$ cat src/rtl/hazard_forward_pkg.sv
// Shared definitions for the hazard/forwarding control block.
// Holds the datapath mux encodings, the per-cycle control decision
// type and a helper that picks a forwarding source.
package hazard_forward_pkg;

    localparam int REG_W = 5;

    // ALU operand select encodings
    localparam logic [2:0] FWD_IDEX = 3'd0;
    localparam logic [2:0] FWD_WB   = 3'd1;
    localparam logic [2:0] FWD_MEM  = 3'd2;

    // PC source / target select encodings
    localparam logic PCSRC_SEQ = 1'b1;
    localparam logic PCSRC_TGT = 1'b0;
    localparam logic JORB_BR   = 1'b1;
    localparam logic JORB_J    = 1'b0;

    // What the front end does this cycle
    typedef enum logic [1:0] {
        CTL_RUN,
        CTL_STALL,
        CTL_JUMP,
        CTL_BRANCH
    } ctl_kind_e;

    // MEM is the younger producer, so it wins over WB.
    function automatic logic [2:0] fwd_sel(input logic mem_hit, input logic wb_hit);
        if (mem_hit)     return FWD_MEM;
        else if (wb_hit) return FWD_WB;
        else             return FWD_IDEX;
    endfunction

endpackage

$ cat src/rtl/hazard_sat_counter.sv
// Saturating event counter.
// Ports:
//   clk   - rising-edge clock
//   rst   - asynchronous active-low clear
//   en    - count one event this cycle
//   count - current value, holds at all-ones
module hazard_sat_counter #(
    parameter int W = 16
) (
    input  logic         clk,
    input  logic         rst,
    input  logic         en,
    output logic [W-1:0] count
);

    logic [W-1:0] count_q, count_d;

    always_comb begin
        count_d = count_q;
        if (en && (count_q != {W{1'b1}}))
            count_d = count_q + W'(1);
    end

    always_ff @(posedge clk or negedge rst) begin
        if (!rst) count_q <= '0;
        else      count_q <= count_d;
    end

    assign count = count_q;

endmodule

$ cat src/rtl/hazard_forward_unit.sv
// Hazard detection and forwarding control for a 5-stage MIPS pipeline.
// Tracks a shadow copy of EX/MEM/WB register tags and drives the
// datapath's forward selects, stall/bubble, PC/IF-ID enables and
// redirect controls. Two saturating counters record stalls and redirects.
// Ports:
//   clk, rst                   - clock, asynchronous active-low reset
//   id_rs/id_rt/id_uses_*      - source operands of the ID instruction
//   id_dst/id_regWrite         - destination of the ID instruction
//   id_memRead/id_branch/id_jump - ID instruction kind
//   regs_equal                 - ID comparator result for beq
//   forwardA/forwardB          - ALU operand selects (2=MEM, 1=WB, 0=ID/EX)
//   stall_needed, pcWrite, ifidWrite, ifidFlush, pcSrc, jORb - front-end control
//   stall_count, flush_count   - saturating event counters
module hazard_forward_unit #(
    parameter int REG_W = 5,
    parameter int CNT_W = 16
) (
    input  logic             clk,
    input  logic             rst,
    input  logic [REG_W-1:0] id_rs,
    input  logic [REG_W-1:0] id_rt,
    input  logic             id_uses_rs,
    input  logic             id_uses_rt,
    input  logic [REG_W-1:0] id_dst,
    input  logic             id_regWrite,
    input  logic             id_memRead,
    input  logic             id_branch,
    input  logic             id_jump,
    input  logic             regs_equal,
    output logic [2:0]       forwardA,
    output logic [2:0]       forwardB,
    output logic             stall_needed,
    output logic             pcWrite,
    output logic             ifidWrite,
    output logic             ifidFlush,
    output logic             pcSrc,
    output logic             jORb,
    output logic [CNT_W-1:0] stall_count,
    output logic [CNT_W-1:0] flush_count
);
    import hazard_forward_pkg::*;

    // Shadow pipeline. Only the fields that a later check reads are kept.
    logic [REG_W-1:0] ex_rs_q, ex_rs_d, ex_rt_q, ex_rt_d, ex_dst_q, ex_dst_d;
    logic             ex_rw_q, ex_rw_d, ex_mr_q, ex_mr_d;
    logic [REG_W-1:0] mem_dst_q, mem_dst_d, wb_dst_q, wb_dst_d;
    logic             mem_rw_q, mem_rw_d, wb_rw_q, wb_rw_d;

    logic        id_wr;
    logic        load_use, pend_rs, pend_rt, br_haz;
    logic [2:0]  fwd_a, fwd_b;
    ctl_kind_e   kind;

    // A write to $0 is architecturally a no-op, so it is never a producer.
    assign id_wr = id_regWrite && (id_dst != '0);

    // rw bits are only set for non-zero destinations, so a tag match
    // with a set rw bit already excludes $0.
    assign fwd_a = fwd_sel(mem_rw_q && (mem_dst_q == ex_rs_q),
                           wb_rw_q  && (wb_dst_q  == ex_rs_q));
    assign fwd_b = fwd_sel(mem_rw_q && (mem_dst_q == ex_rt_q),
                           wb_rw_q  && (wb_dst_q  == ex_rt_q));

    assign load_use = ex_mr_q && (ex_dst_q != '0) &&
                      ((id_uses_rs && (id_rs == ex_dst_q)) ||
                       (id_uses_rt && (id_rt == ex_dst_q)));

    // The ID comparator reads the register file only, so any in-flight
    // producer of a branch operand, including one in WB, blocks the branch.
    assign pend_rs = (ex_rw_q  && (ex_dst_q  == id_rs)) ||
                     (mem_rw_q && (mem_dst_q == id_rs)) ||
                     (wb_rw_q  && (wb_dst_q  == id_rs));
    assign pend_rt = (ex_rw_q  && (ex_dst_q  == id_rt)) ||
                     (mem_rw_q && (mem_dst_q == id_rt)) ||
                     (wb_rw_q  && (wb_dst_q  == id_rt));
    assign br_haz  = id_branch && ((id_uses_rs && pend_rs) || (id_uses_rt && pend_rt));

    always_comb begin
        kind = CTL_RUN;
        if (load_use || br_haz)          kind = CTL_STALL;
        else if (id_jump)                kind = CTL_JUMP;
        else if (id_branch && regs_equal) kind = CTL_BRANCH;
    end

    // Outputs are forced to their safe values while reset is held.
    always_comb begin
        forwardA     = FWD_IDEX;
        forwardB     = FWD_IDEX;
        stall_needed = 1'b1;
        pcWrite      = 1'b0;
        ifidWrite    = 1'b0;
        ifidFlush    = 1'b1;
        pcSrc        = PCSRC_SEQ;
        jORb         = JORB_BR;
        if (rst) begin
            forwardA     = fwd_a;
            forwardB     = fwd_b;
            stall_needed = 1'b0;
            pcWrite      = 1'b1;
            ifidWrite    = 1'b1;
            ifidFlush    = 1'b0;
            case (kind)
                CTL_STALL: begin
                    stall_needed = 1'b1;
                    pcWrite      = 1'b0;
                    ifidWrite    = 1'b0;
                end
                CTL_JUMP: begin
                    pcSrc     = PCSRC_TGT;
                    jORb      = JORB_J;
                    ifidFlush = 1'b1;
                end
                CTL_BRANCH: begin
                    pcSrc     = PCSRC_TGT;
                    ifidFlush = 1'b1;
                end
                default: ;
            endcase
        end
    end

    // EX takes a bubble on a stall, matching the zeroed ID/EX bundle.
    always_comb begin
        ex_rs_d   = id_uses_rs ? id_rs : '0;
        ex_rt_d   = id_uses_rt ? id_rt : '0;
        ex_dst_d  = id_dst;
        ex_rw_d   = id_wr;
        ex_mr_d   = id_memRead;
        if (kind == CTL_STALL) begin
            ex_rs_d  = '0;
            ex_rt_d  = '0;
            ex_dst_d = '0;
            ex_rw_d  = 1'b0;
            ex_mr_d  = 1'b0;
        end
        mem_dst_d = ex_dst_q;
        mem_rw_d  = ex_rw_q;
        wb_dst_d  = mem_dst_q;
        wb_rw_d   = mem_rw_q;
    end

    always_ff @(posedge clk or negedge rst) begin
        if (!rst) begin
            ex_rs_q   <= '0;
            ex_rt_q   <= '0;
            ex_dst_q  <= '0;
            ex_rw_q   <= 1'b0;
            ex_mr_q   <= 1'b0;
            mem_dst_q <= '0;
            mem_rw_q  <= 1'b0;
            wb_dst_q  <= '0;
            wb_rw_q   <= 1'b0;
        end else begin
            ex_rs_q   <= ex_rs_d;
            ex_rt_q   <= ex_rt_d;
            ex_dst_q  <= ex_dst_d;
            ex_rw_q   <= ex_rw_d;
            ex_mr_q   <= ex_mr_d;
            mem_dst_q <= mem_dst_d;
            mem_rw_q  <= mem_rw_d;
            wb_dst_q  <= wb_dst_d;
            wb_rw_q   <= wb_rw_d;
        end
    end

    hazard_sat_counter #(.W(CNT_W)) u_stall_cnt (
        .clk   (clk),
        .rst   (rst),
        .en    (kind == CTL_STALL),
        .count (stall_count)
    );

    hazard_sat_counter #(.W(CNT_W)) u_flush_cnt (
        .clk   (clk),
        .rst   (rst),
        .en    ((kind == CTL_JUMP) || (kind == CTL_BRANCH)),
        .count (flush_count)
    );

endmodule

$ cat config.mk
export PLATFORM = sky130hd
export DESIGN_NAME = hazard_forward_unit
export DESIGN_NICKNAME = d
export VERILOG_FILES = /design/src/rtl/hazard_forward_pkg.sv /design/src/rtl/hazard_sat_counter.sv /design/src/rtl/hazard_forward_unit.sv
export SDC_FILE = /design/constraint.sdc
export NUM_CORES = 1
export LEC_CHECK = 0
export ABC_AREA = 0
export CAP_MARGIN = 15
export CORE_MARGIN = 4
export CORE_UTILIZATION = 46
export DETAILED_ROUTE_END_ITERATION = 7
export GPL_ROUTABILITY_DRIVEN = 0
export PLACE_DENSITY = 0.76
export SKIP_CTS_REPAIR_TIMING = 1
export SLEW_MARGIN = 20
export SYNTH_ARGS = -nofsm -noshare
export SYNTH_HDL_FRONTEND = slang
export SYNTH_SLANG_ARGS = --single-unit
$ cat constraint.sdc
create_clock -name clk -period 2.1 [get_ports clk]
set_input_delay 0.315 -clock clk [delete_from_list [all_inputs] [get_ports clk]]
set_output_delay 0.315 -clock clk [all_outputs]
set_load 0.01 [all_outputs]
==> impl_results.md, run 1 <==
- Outcome: finished, violations left
- Failing checks: negative setup slack
- Global route hottest layer: met2
- Global-route wire length before repair: 13640 µm
- Port buffer count: 65
- GR Util met3: 0.06645
- Rel. slew slack: 0.6035
- RSZ-0062 raised after global routing: true
- CTS tree: yes
- Crit path arrival time: about 2200 ps
- Fill count: 510
- Max-slew violations: 0
- Final setup fails: between 40 and 50
- Lkg Pwr: approximately 2.1 nW
- Largest net degree at the start of global routing: 48
- All-layer global routing usage: 0.2033
- Nets: roughly 440
- P&R area growth vs syn: 45.14%
- Met1 Resource Use GR: 0.2574
- Area contributors post-synth: dfrtp_1 (47%), xor2_1 (13%), xnor2_1 (8.1%), and3_1 (5.8%), a211oi_2 (3.1%)
- EDFF count, synth: 0
- Initial antenna violation count: 0
- DP Cell Count: between 400 and 500
- Cells after synthesis: ~300
- Top_reg_cell synth: dfrtp_1
- ANT nets after route: 0
- Num CTS Buffers: 9
- Total Wirelength: about 8700 µm
- Crit path largest cell delay: approximately 520 ps
- Register area share after synthesis: 0.4683
- Peak VDD IR: 0.5834 mV
- Initial drt markers: between 90 and 100
- Clock sink total: 61
- Hold Path Class: in -> reg
- Final setup skew: 9.864 ps
- Pre-antenna DRT Iters: 5
- Post-synth top cells: dfrtp_1 (61), xor2_1 (50), and3_1 (30), xnor2_1 (30), nand2_1 (18)
- Vias in the first global route: 2845
- Detailed-route via count: approximately 2700
- CP top delay family: simple AND/OR/NAND/NOR gates
- Yosys top cell area share: 0.4683
- DP Worst Slack: -795.5 ps
- Count leader, synth: dfrtp_1
- Power Density: between 700 and 800 mW/mm²
- DRC Markers: 0
- CP Buf/Inv Count: 2
- Pwr Total: about 3.7 mW
- Clock Path Buffers: 2
- Worst setup SP type: input pin
- Layout cell share with drive strength beyond 1: 0.2566
- Worst setup EP type: output port
- Synth area leader: dfrtp_1
- Max Fclk: just over 400 MHz
- Post-route minimum period: roughly 2500 ps
- Vias/cell: between 5 and 6
- Post-DP HPWL: a little under 6000 µm
- Die Wd: 92.18 µm
- Kind of critical path: in -> out
- Crit path max fanout: 5
- Total congestion overflow: 0
- Synthesized cell area: about 0.0033 mm²
- Core ar.: slightly below 0.007 mm²
- Area of the multi-input gates: 0.001763 mm²
- Seq. cell area: 0.001528 mm²
- YS warnings: 0
- Num rows: 30
- IO Pins: 68
- Final core utilization: 0.6925
- H-tree depth: 3
- Routed wire length per instance: ~17 µm
- Asr flop ratio synth: 1.000
- Max Cap Viol: 0
- Clock Pin Slew Worst Setup and Hold Paths: roughly 60 ps
- GR Util met2: 0.3260
- Initial core utilization: 0.4771
- FF+latch count, synth: 61
- Distinct cells, synth: 37
- Final worst slack: -368.4 ps
- Worst path cell trace: clkdlybuf4s50_1 -> xor2_1 -> nor4_2 -> nand3_1 -> a22o_1 -> and3_4 -> nand2_1 -> buf_2
- Synthesized area per cell: 11.05 µm²
- Hold Vio Cnt, Final: 0
- Clock Root Buffer: clkbuf_8
- ANT cells: 0
- Final period utilization: 1.175
- CP max stage cell: clkdlybuf4s50_1
- Die footprint: roughly 0.0085 mm²
- Worst Max-Slew Pin Slew: approximately 590 ps
- Skew-Pair Late Insertion Delay: between 300 and 400 ps
- Die Ht: approximately 92 µm
- Non-filler instance count after layout: between 500 and 600
- Worst Path Required: about 1800 ps
[cells by family after synthesis]
logic type,share of synthesized area
and+or+nand+nor,0.1939
buffers and inverters,0.03416
DFF,0.4683
xor gates and xnor gates,0.2150
other,0.001151
muxes,0.006909
adders and majority gates,0.007676
AOI/OAI and AO/OA,0.07294
[path summary, 6_finish.rpt]
path                                   from                    to  slack, ps  cells after the start
worst max register to register  ex_dst_q[3]  u_flush_cnt.count[1]       -370                      7
worst min register to register      ex_rw_q              mem_rw_q        380                      0
worst min-delay path               id_rt[2]            ex_rt_q[2]        370                      2
worst max-delay path               id_rt[4]                  jORb       -370                      8
max in group asynchronous               rst           wb_dst_q[1]        820                      3
min in group asynchronous               rst            ex_rt_q[1]        380                      2
[worst reg2reg max path: cells and delay by family, from the launching register on]
family | cells | cell delay (ps)
compound gates | 2 | 380
buf+inv | 2 | 500
flops | 1 | 410
mux | 1 | 320
simple gates | 2 | 730
[layout by cell type, fill, tap and decap left out, types with 2 or more instances in the layout]
cell	synthesis	final
nand3_1	12	12
a2111oi_4	0	5
buf_2	2	8
nand2_1	18	16
dfrtp_1	61	60
xor2_2	0	2
and2_1	4	3
nor4_1	13	10
conb_1	1	2
and4_1	4	3
buf_6	2	4
nor2_1	3	3
xnor2_1	30	30
ha_1	2	2
nor3_1	2	2
buf_4	6	49
xor2_1	50	48
bufinv_16	0	2
dlymetal6s2s_1	0	4
clkbuf_8	0	11
and3_1	30	29
nand4_1	16	16
nor4_2	0	3
nand2_2	0	2
inv_1	4	4
clkdlybuf4s50_1	0	52
a211oi_2	8	8
clkbuf_1	4	2
[area by class of cell]
cell class	instances	area share
timing repair buffer	120	0.2280
clock buffer	13	0.03359
clock inverter	3	0.01428
sequential	61	0.3229
tap	96	0.02539
inverter	4	0.003174
multi-input combinational	216	0.3727
[per-stage QoR]
stage	hold WS, ps	cell area (µm²)	TNS, ps
after CTS	-158.4	4517	-12330
after floorplan	19.41	3283	-68.69
after global routing	352.8	4731	-10080
after global placement	196.3	4290	-22010
after detailed placement	206.9	4290	-23880
final	367.6	4731	-6950
[layer usage]
layer | vias up | part of all wire
li1 | 1283 | -
met2 | 91 | 0.49
met5 | - | 0
met3 | 13 | 0.059
met1 | 1351 | 0.43
met4 | 0 | 0.014
[state kept, by name (all words and copies together), names as in the netlist]
signal / cells
ex_rw_q: 1
wb_dst_q: 5
ex_dst_q: 5
ex_rt_q: 5
mem_dst_q: 5
u_flush_cnt.count: 16
ex_rs_q: 5
mem_rw_q: 1
u_stall_cnt.count: 16
ex_mr_q: 1
wb_rw_q: 1
[report_power, final]
part	internal [mW]	switching, mW	total (mW)
sequential	1.33	0.162	1.49
combinational	0.558	0.433	0.992
clock	0.734	0.445	1.18
No activity file was read; power rests on OpenSTA's default activity.
==> inputs of run 2 (changes only) <==
CTS_BUF_LIST = sky130_fd_sc_hd__clkbuf_4 sky130_fd_sc_hd__clkbuf_8 sky130_fd_sc_hd__clkbuf_16   (was not set)
SETUP_SLACK_MARGIN = 0.15   (was not set)
==> run 2 against run 1 <==
The flow still finishes with violations (negative setup slack). Sequential share of layout area decreased by 0.87 points. Worst hold slack worse by 170 ps. Register-to-register slack improved by 30 ps. First-iteration DRC count increased by 53%. Via count rose by 1.3%. Utilization rose by 2.0 points. Maximum frequency shrank 2.5%. Critical path depth is 1 higher. Sequential power grew 3%. Sequential cell count unchanged. Die area unchanged. Largest power group unchanged. Highest routed layer unchanged.
==> impl_results.md, run 2 (same netlist as run 1, synthesis figures left out) <==
- Outcome: finished, violations left
- Failing checks: negative setup slack
- Power Density: 741.5 mW/mm² (-4.3%)
- Most frequent cells in the layout: dfrtp_1 (59), clkdlybuf4s50_1 (49), xor2_1 (48)
- Initial antenna violation count: 0 (unchanged)
- Nets: 437 (-0.23%)
- Post-DP HPWL: 5933 µm (+0.79%)
- DRC Markers: 0 (unchanged)
- Die footprint: 0.008496 mm² (unchanged)
- Global-route wire length before repair: 13480 µm (-1.2%)
- Total Wirelength: 9356 µm (+8.1%)
- Clock Path Buffers: 2 (unchanged)
- Rel. slew slack: 0.5900 (-0.01352)
- Worst setup SP type: flop
- Initial drt markers: 148 (+53%)
- Clock Pin Slew Worst Setup and Hold Paths: 70 ps (about the same)
- Detailed-route via count: 2774 (+1.3%)
- Lkg Pwr: 2.182 nW (+1.9%)
- Worst setup EP type: output port
- Pre-antenna DRT Iters: 4 (-1)
- Area after DPL: 0.004259 mm² (-0.73%)
- Setup total negative slack: -12140 ps (-5186 ps)
- Crit path arrival time: 2220 ps (+70 ps)
- Worst Path Required: 1780 ps (about the same)
- All-layer global routing usage: 0.2022 (-0.001047)
- Final worst slack: -431.7 ps (-63.32 ps)
- Pwr Total: 3.608 mW (-1.5%)
- Clock sink total: 61 (unchanged)
- Vias in the first global route: 2765 (-2.8%)
- Largest net degree at the start of global routing: 50 (+4.2%)
- Max-slew violations: 0 (unchanged)
- Final core utilization: 0.7123 (+0.01978)
- Max Fclk: 395.0 MHz (-2.5%)
- Die Ht: 92.18 µm (unchanged)
- Design Area, Final: 0.004866 mm² (+2.9%)
- Crit path max fanout: 4 (-1)
- Hold Path Class: in -> async
- Commonest non-fill, non-tap cell in the layout: dfrtp_1
- Num rows: 30 (unchanged)
- Final setup skew: 6.210 ps (-3.654 ps)
- FF-to-FF path depth: 11 (+4)
- Vias/cell: 5.418 (+1.5%)
- Core ar.: 0.006832 mm² (unchanged)
- Routed wire length per instance: 18.27 µm (+8.3%)
- CTS tree: yes
- Num CTS Buffers: 9 (unchanged)
- P&R area growth vs syn: 49.29%
- Worst Max-Slew Pin Slew: 615.0 ps (+20.27 ps)
- IO Pins: 68 (unchanged)
- Hold Vio Cnt, Final: 0 (unchanged)
- Final setup fails: 59 (+44%)
- Max Cap Viol: 0 (unchanged)
- Layout cell share with drive strength beyond 1: 0.2764 (+0.01985)
- RSZ-0062 raised after global routing: true
- H-tree depth: 3 (unchanged)
- Initial core utilization: 0.4771 (unchanged)
- Die Wd: 92.18 µm (unchanged)
- Port buffer count: 65 (unchanged)
- Min Hold Slack: 194.4 ps (-173.2 ps)
- Kind of critical path: reg -> out
- Clock Root Buffer: clkbuf_8
- Total congestion overflow: 0 (unchanged)
- Skew-Pair Late Insertion Delay: 340 ps (about the same)
- Post-route minimum period: 2532 ps (+63.32 ps)
- Peak VDD IR: 0.8760 mV (+50%)
- Final period utilization: 1.206 (+0.03015)
- ANT cells: 0 (unchanged)
- ANT nets after route: 0 (unchanged)
[run 2: changes by cell type in the layout (fill, tap and decap cells not counted), sizes merged]
cell,delta
and2,+1
dlygate4sd3,+1
clkdlybuf4s50,-3
clkinvlp,-1
clkinv,+3
buf,-4
dlymetal6s2s,+1
clkbuf,+1
[run 2: final timing paths]
path / start / to / slack [ps]
worst max-delay path: ex_dst_q[2] / ifidFlush / -430
worst min-delay path: rst / u_stall_cnt.count[9] / 190
worst max register to register: mem_dst_q[4] / u_stall_cnt.count[14] / -340
worst min register to register: ex_rw_q / mem_rw_q / 380
max in group asynchronous: rst / u_flush_cnt.count[14] / 1270
min in group clk: id_rt[2] / ex_rt_q[2] / 380
[run 2: routing by layer]
| layer | share of wire | GRT usage | vias up | wire, µm |
|---|---|---|---|---|
| li1 | - | - | 1273 | - |
| met1 | 0.42 | 0.2679 | 1384 | 3975 |
| met2 | 0.49 | 0.3193 | 96 | 4546 |
| met3 | 0.064 | 0.06071 | 21 | 601 |
| met4 | 0.025 | 0.06188 | 0 | 233 |
| met5 | 0 | 0 | - | 0 |
[run 2: worst max-delay path, stage by stage (launching register included)]
cell and delay, ps:
dfrtp_1 430, xor2_1 190, nor4_2 340, nand3_1 130
a22o_1 270, buf_4 150, buf_4 130, nand3_2 60
nand2_2 50, buf_6 120
[run 2: where the power goes]
| part | internal [mW] | switching, mW | leakage, nW |
|---|---|---|---|
| Clock | 0.689 | 0.474 | 0.114 |
| Sequential | 1.33 | 0.202 | 0.771 |
| Combinational | 0.517 | 0.394 | 1.30 |
[run 2: cell type report]
| type | count | area (µm²) |
|---|---|---|
| Clock inverter | 5 | 75.07 |
| Sequential cell | 61 | 1529 |
| Multi-Input combinational cell | 217 | 1834 |
| Fill cell | 483 | 1966 |
| Inverter | 4 | 15.01 |
| Tap cell | 96 | 120.1 |
| Timing Repair Buffer | 118 | 1154 |
| Clock buffer | 11 | 138.9 |
[run 2: metrics by stage]
stage	setup slack, ps	cells
final	-431.7	512
after global routing	-518.9	512
after CTS	-850.6	497
after detailed placement	-844.7	481
after global placement	-762.5	481
after floorplan	-40.50	296
==> inputs of run 3 (changes only) <==
GPL_TIMING_DRIVEN = 0   (was not set)
==> run 3 against run 2 <==
The run still ends with negative setup slack left. Worst hold slack worse by 120 ps. Non-clock buffer count shrank 11. Sequential share of layout area grew 0.71 points. Worst setup slack worse by 230 ps. Via count is 5.2% lower. Clock power rose by 12%.
==> impl_results.md, run 3 (same netlist as run 1, synthesis figures left out) <==
- FF-to-FF Start: mem_dst_q[1]
- DRC Markers: 0 (unchanged)
- Setup total negative slack: -9817 ps (+2318 ps)
- Outcome: finished, violations left
- Sw Pwr: 1.029 mW (-3.8%)
- Pre-antenna DRT Iters: 5 (+1)
- Worst setup SP type: flop
- Crit path max fanout: 7 (+3)
- Worst Max-Slew Pin Slew: 524.0 ps (-91.00 ps)
- Final period utilization: 1.314 (+0.1088)
- Routed wire length per instance: 16.95 µm (-7.3%)
- Die Ht: 92.18 µm (unchanged)
- Initial drt markers: 113 (-24%)
- Nets: 425 (-2.7%)
- Clk pwr share: 0.349 (+0.027)
- Clock sink total: 61 (unchanged)
- Initial core utilization: 0.4771 (unchanged)
- CTS tree: yes
- Rel. slew slack: 0.6495 (+0.05951)
- Worst Path Required: 1780 ps (about the same)
- Peak VDD IR: 0.6150 mV (-30%)
- Failing checks: negative setup slack
- Most frequent cells in the layout: xor2_1 (50), dfrtp_1 (50), clkdlybuf4s50_1 (45)
- Lkg Pwr: 2.134 nW (-2.2%)
- Max Fclk: 362.3 MHz (-8.3%)
- Clock Root Buffer: clkbuf_8
- RSZ-0062 raised after global routing: true
- Vias in the first global route: 2565 (-7.2%)
- FF-to-FF path depth: 8 (-3)
- Clock Path Buffers: 2 (unchanged)
- Crit path arrival time: 2450 ps (+230 ps)
- Area of the multi-input gates: 0.001797 mm² (-2.0%)
- Worst reg2reg path endpoint: u_stall_cnt.count[11]
- Die footprint: 0.008496 mm² (unchanged)
- All-layer global routing usage: 0.1851 (-0.01709)
- Final core utilization: 0.7016 (-0.01062)
- Final worst slack: -660.2 ps (-228.5 ps)
- ANT nets after route: 0 (unchanged)
- Max-slew violations: 0 (unchanged)
- Kind of critical path: reg -> out
- Area after DPL: 0.004095 mm² (-3.8%)
- Detailed-route via count: 2630 (-5.2%)
- CP Launch Point: mem_dst_q[1]
- Hold Path Class: in -> async
- Post-DP HPWL: 5478 µm (-7.7%)
- Port buffer count: 65 (unchanged)
- Comb power frac: 0.235 (-0.017)
- Total congestion overflow: 0 (unchanged)
- Num CTS Buffers: 9 (unchanged)
- Core ar.: 0.006832 mm² (unchanged)
- FF-to-FF setup slack: -320 ps (+20 ps)
- Switching share of total power: 0.2767 (-0.01970)
- Vias/cell: 5.260 (-2.9%)
- Fill count: 502 (+3.9%)
- Skew-Pair Late Insertion Delay: 340 ps (about the same)
- Cell Int Power: 2.690 mW (+6.0%)
- Worst setup EP type: output port
- Hold Vio Cnt, Final: 0 (unchanged)
- IO Pins: 68 (unchanged)
- Initial antenna violation count: 0 (unchanged)
- DP Cell Count: 458 (-4.8%)
- Total Wirelength: 8474 µm (-9.4%)
- P&R area growth vs syn: 47.06%
- Final setup skew: 8.949 ps (+2.739 ps)
- Power Density: 775.8 mW/mm² (+4.6%)
- Post-route minimum period: 2760 ps (+228.5 ps)
- Max Cap Viol: 0 (unchanged)
- Die Wd: 92.18 µm (unchanged)
- Final setup fails: 38 (-36%)
- Clock Pin Slew Worst Setup and Hold Paths: 70 ps (about the same)
- H-tree depth: 3 (unchanged)
- Seq pwr share: 0.416 (-0.009)
- Design Area, Final: 0.004793 mm² (-1.5%)
- Layout cell share with drive strength beyond 1: 0.2649 (-0.01159)
- Largest net degree at the start of global routing: 59 (+18%)
- Global-route wire length before repair: 12590 µm (-6.6%)
- Min Hold Slack: 73.66 ps (-120.8 ps)
- Seq. cell area: 0.001540 mm² (+0.74%)
- ANT cells: 0 (unchanged)
- Non-filler instance count after layout: 500 (-2.3%)
- Num rows: 30 (unchanged)
[run 3: metal layers]
metal,share of wire,global-route usage,up-vias
met5,0,0,-
met4,0.011,0.05198,0
met3,0.056,0.05578,10
met2,0.48,0.2877,63
met1,0.45,0.2509,1307
li1,-,-,1250
[run 3: stage by stage]
step | setup WS [ps] | power [mW]
3_3_place_gp | -2336 | 2.311
4_1_cts | -1222 | 3.629
5_1_grt | -744.6 | 3.899
6_report | -660.2 | 3.719
3_5_place_dp | -1219 | 2.333
2_1_floorplan | -40.50 | 1.891
[run 3: worst max path at each step]
stage          slack [ps]     endpoint
3_3_place_gp        -2340  forwardB[0]
3_5_place_dp        -1220      pcWrite
5_1_grt              -740      pcWrite
6_report             -660      pcWrite
4_1_cts             -1220      pcWrite
2_1_floorplan         -40      pcWrite
[run 3: layout make-up]
type | count | share of cell area
timing repair buffer | 93 | 0.1911
multi-input combinational | 216 | 0.3748
clock inverter | 4 | 0.01984
tap | 96 | 0.02506
buffer | 14 | 0.03289
sequential | 61 | 0.3213
inverter | 4 | 0.003132
clock buffer | 12 | 0.03185
[run 3: power by group through the flow]
stage                     Combinational (mW)  Clock [mW]  Sequential, mW
after global placement                 0.751           0            1.56
after floorplan                        0.321           0            1.57
after CTS                              0.777        1.31            1.55
final                                  0.875        1.30            1.55
after detailed placement               0.774           0            1.56
after global routing                   0.953        1.37            1.58
[run 3: worst max-delay path: stages (launching register included)]
cell and delay, ps:
dfrtp_2 450, xor2_1 190, nor4_2 360, nand4_1 130, a41o_1 310, buf_6 140
buf_12 130, and3_4 180, buf_6 110, buf_6 110
